### src/rtl/bcd_scan_display.sv
// Time-multiplexed common-anode 7-segment driver with frame-atomic BCD loading.
// Optional macro HEX_GLYPH_EN: codes 10..15 show hex glyphs A,b,C,d,E,F instead of a dash.
module bcd_scan_display #(
  parameter int unsigned NUM_DIGITS  = 4,
  parameter int unsigned REFRESH_DIV = 100000
) (
  input  logic                    clk,
  input  logic                    rst,
  input  logic [4*NUM_DIGITS-1:0] bcd,
  input  logic                    load,
  input  logic                    blank_lz,
  output logic [6:0]              seg,
  output logic [NUM_DIGITS-1:0]   an,
  output logic                    frame_tick
);

  localparam int unsigned CW = (REFRESH_DIV > 1) ? $clog2(REFRESH_DIV) : 1;
  localparam int unsigned IW = (NUM_DIGITS > 1) ? $clog2(NUM_DIGITS) : 1;

  logic [CW-1:0]           cnt;
  logic [IW-1:0]           idx;
  logic [4*NUM_DIGITS-1:0] pending;
  logic [4*NUM_DIGITS-1:0] active;

  logic                    adv;
  logic                    wrap;
  logic [3:0]              digit;
  logic                    upper_zero;
  logic                    blank;
  logic [NUM_DIGITS-1:0]   an_next;

  function automatic logic [6:0] glyph(input logic [3:0] code);
    logic [6:0] g;
    case (code)
      4'd0:    g = 7'b1000000;
      4'd1:    g = 7'b1111001;
      4'd2:    g = 7'b0100100;
      4'd3:    g = 7'b0110000;
      4'd4:    g = 7'b0011001;
      4'd5:    g = 7'b0010010;
      4'd6:    g = 7'b0000010;
      4'd7:    g = 7'b1111000;
      4'd8:    g = 7'b0000000;
      4'd9:    g = 7'b0010000;
`ifdef HEX_GLYPH_EN
      4'd10:   g = 7'b0001000;
      4'd11:   g = 7'b0000011;
      4'd12:   g = 7'b1000110;
      4'd13:   g = 7'b0100001;
      4'd14:   g = 7'b0000110;
      default: g = 7'b0001110;
`else
      default: g = 7'b0111111;
`endif
    endcase
    return g;
  endfunction

  assign adv  = (cnt == CW'(REFRESH_DIV - 1));
  assign wrap = adv && (idx == IW'(NUM_DIGITS - 1));

  // Digit select, leading-zero scan and anode pattern all keyed off the current idx.
  always_comb begin
    digit      = '0;
    upper_zero = 1'b1;
    an_next    = '1;
    for (int unsigned k = 0; k < NUM_DIGITS; k++) begin
      if (IW'(k) == idx) begin
        digit      = active[4*k +: 4];
        an_next[k] = 1'b0;
      end
      if ((IW'(k) >= idx) && (active[4*k +: 4] != 4'd0))
        upper_zero = 1'b0;
    end
    blank = blank_lz && (idx != '0) && upper_zero;
  end

  always_ff @(posedge clk) begin
    if (rst) begin
      cnt        <= '0;
      idx        <= '0;
      pending    <= '0;
      active     <= '0;
      seg        <= 7'h7F;
      an         <= '1;
      frame_tick <= 1'b0;
    end else begin
      cnt        <= adv ? '0 : cnt + 1'b1;
      frame_tick <= wrap;
      if (adv)
        idx <= wrap ? '0 : idx + 1'b1;
      // A load coinciding with the wrap bypasses pending so the new frame shows it.
      if (wrap)
        active <= load ? bcd : pending;
      if (load)
        pending <= bcd;
      seg <= blank ? 7'h7F : glyph(digit);
      an  <= blank ? '1 : an_next;
    end
  end

endmodule
### config.mk
export PLATFORM = sky130hd
export DESIGN_NAME = bcd_scan_display
export DESIGN_NICKNAME = d
export VERILOG_FILES = /design/src/rtl/bcd_scan_display.sv
export SDC_FILE = /design/constraint.sdc
export NUM_CORES = 1
export LEC_CHECK = 0
export ABC_AREA = 1
export CORE_AREA = 3 3 77 79
export CTS_CLUSTER_DIAMETER = 30
export DETAILED_ROUTE_END_ITERATION = 10
export DIE_AREA = 0 0 80 82
export PLACE_DENSITY = 0.77
export SYNTH_ARGS = -nofsm -noshare
export SYNTH_HDL_FRONTEND = slang
export SYNTH_SLANG_ARGS = --single-unit
### constraint.sdc
create_clock -name clk -period 2.65 [get_ports clk]
set_input_delay 0.53 -clock clk [delete_from_list [all_inputs] [get_ports clk]]
set_output_delay 0.53 -clock clk [all_outputs]
set_load 0.01 [all_outputs]
==> results.ini <==
[status]
status = finished clean

[run]
cap_violations = 0

[yosys]
synthTopCellsByArea = dfxtp_1 43%, nand2_1 8.7%, nor2_1 8.4%
synth.net_count = 399
async_reset_ff_frac = 0
yosys.area.top_type = dfxtp_1
yosys_warnings = 0
netlist_area_mm2 = 0.00292
synthCells = 372
synthDistinctLibCells = 36
ys_seq_area_frac = 0.432
synth_seq_cells = 63
synth_top_area_frac = 0.432
synth_most_common_cell = nand2_1
synthTopCellsByCount = 68 x nand2_1, 65 x nor2_1, 63 x dfxtp_1
syn_area_per_cell_um2 = 7.85
synth_flop_cell = dfxtp_1
synth_edf_count = 0

[cts]
cts_setup_buffers = 0
clockBufferDepth = 2
cts_tree = done
cts_max_level = 3
clock_sinks = 63
clk_latency_ps = 340
clockRootBuffer = clkbuf_8
ctsResizeCount = 0
cts_made_buffers = 9
cts_hold_buf = 0
path_clk_slew_ps = 70

[power_and_ir_drop]
ir_drop_v = 0.000403
swShare = 0.217
power_frac_clock = 0.427
powerDensity_mw_per_mm2 = 546
internal_power_mw = 1.49
p_seq_frac = 0.514
switchingPower_uw = 413
pwr-share-comb = 0.059
leakagePower_nw = 1.51

[finish]
area_growth_pct = 19.3
fillers = 476
antenna_cells = 0
drive_gt1_frac = 0.136
final_nets = 434
utilization = 0.645
ff_latch_area_mm2 = 0.00126
multiInputGateArea_mm2 = 0.00148

[global_routing]
grt_pass1_vias = 2266
grtUsageTotal = 0.197
grt_overflow = 0
grt_pass1_wl_mm = 10.0
grt_max_degree = 19
grt_antenna_before_repair = 0

[timing]
fmax_mhz = 434
finalCritPeriodShare = 0.870
setup_violations = 0
layout_min_cycle_time_ps = 2310
grt_setup_unrepaired = no
hold_violations = 0
tightest_slew_ps = 561
slew_headroom = 0.622
drv_slew = 0
skew_ps = 8.20
timing.setup.tns_ps = 0

[critical_path]
crit_path_max_fanout = 6
cp-start-kind = flip-flop
worstPathCellList = inv_1, ha_1, a21oi_1, nand2_1, a21oi_2, inv_1, ha_1, or2_2, nand2_1, nand2_1, nand2_1
cp_num_cells = 11
crit_path_end_kind = flip-flop
critPathKind = flip-flop to flip-flop
slowest_delay_ps = 440
cp.buffers_inverters = 2
crit_top_cell = nand2_1
cp_slowest_cell = dfxtp_1
required_ps = 2940
r2r_cells = 11
arrival_ps = 2590
critPathTopFamily = adder cells

[placement]
dp.final_hpwl_mm = 4.31
port_buffers = 31
gp_congestion = 0.890

[route]
vias_per_cell = 5.11
drtPass1Iterations = 4
wl_per_cell_um = 12.2
vias = 2474
routed_wl_mm = 5.88
route.detailed.drc = 0
drt_iter0_drc = 130
ant_nets = 0

[floorplanning]
dieArea_mm2 = 0.00656
die_x_um = 80
initial_core_util = 0.541
die_h_um = 82
num_rows = 27
coreArea_mm2 = 0.00541
pin_count = 32

[min_path]
min_path_cells = 1
hp-class = flip-flop to flip-flop

[layout make-up]
class	instances	area share
multi-input cells	266	0.424
flip-flops and latches	63	0.362
repair buffers	36	0.0998
clock buffers	13	0.0427
inverters	31	0.0337
well taps	72	0.0258
clock inverters	3	0.0122
[through the flow]
step	cells	instance area (µm²)	setup WS (ps)	hold slack, ps	total power [mW]
finish	484	3490	344	456	1.90
global route	484	3490	130	472	1.97
CTS	484	3490	365	457	1.92
detailed placement	468	3290	395	441	1.11
global placement	468	3290	566	435	1.11
floorplan	372	2920	672	417	1.06
[power groups by stage]
stage / Clock (mW) / Combinational [mW] / Sequential (mW)
finish: 0.812 / 0.112 / 0.978
global route: 0.865 / 0.126 / 0.979
global placement: 0 / 0.111 / 0.999
CTS: 0.824 / 0.114 / 0.978
detailed placement: 0 / 0.113 / 0.999
floorplan: 0 / 0.0590 / 1.00
[cell usage in the layout (no fill, tap or decap), drive strengths merged]
| master | synthesis | final |
|---|---|---|
| xor2 | 5 | 5 |
| dfxtp | 63 | 63 |
| nor4 | 1 | 1 |
| o211ai | 1 | 1 |
| mux2i | 16 | 16 |
| nand2 | 72 | 72 |
| bufinv | 0 | 1 |
| nor3 | 9 | 9 |
| ha | 7 | 7 |
| a21oi | 13 | 13 |
| nand3 | 15 | 15 |
| clkinv | 1 | 2 |
| clkbuf | 5 | 13 |
| xnor2 | 1 | 1 |
| nand4 | 23 | 23 |
| nor2 | 89 | 89 |
| nand3b | 1 | 1 |
| buf | 7 | 5 |
| clkdlybuf4s50 | 0 | 31 |
| o21ai | 7 | 7 |
| nor3b | 2 | 2 |
| or2 | 2 | 2 |
| clkinvlp | 0 | 1 |
| a31oi | 2 | 2 |
| inv | 30 | 30 |
[per-layer routing]
| layer | vias to the layer above | GRT usage | part of all wire |
|---|---|---|---|
| met4 | 0 | 0.122 | 0.024 |
| li1 | 1283 | - | - |
| met1 | 1116 | 0.248 | 0.47 |
| met2 | 62 | 0.311 | 0.45 |
| met5 | - | 0 | 0 |
| met3 | 13 | 0.0395 | 0.052 |
[path summary, 6_finish.rpt]
kind | from | endpoint | slack [ps]
worst min register to register | cnt[0] | cnt[0] | 460
worst min-delay path | cnt[0] | cnt[0] | 460
worst max-delay path | idx[0] | seg[3] | 340
worst max register to register | idx[0] | seg[3] | 340
[cells by family after synthesis]
| family | synth area share |
|---|---|
| fa+ha+maj | 0.0300 |
| flops | 0.432 |
| simple gates | 0.359 |
| compound gates | 0.0437 |
| mux | 0.0548 |
| buf+inv | 0.0625 |
| xor+xnor | 0.0180 |
[worst reg2reg max path: cells and delay by family, from the launching register on]
family                   cells  cell delay, ps
flip-flops                   1             440
AND/OR/NAND/NOR              5             570
adder cells (fa/ha/maj)      2             620
AO/OA/AOI/OAI                2             420
buffers and inverters        2             220
[sequential cells by signal, summed over array words and instances (netlist names)]
| name | count |
|---|---|
| active | 16 |
| an | 4 |
| cnt | 17 |
| frame_tick | 1 |
| idx | 2 |
| pending | 16 |
| seg | 7 |
No activity file was read; power rests on OpenSTA's default activity.
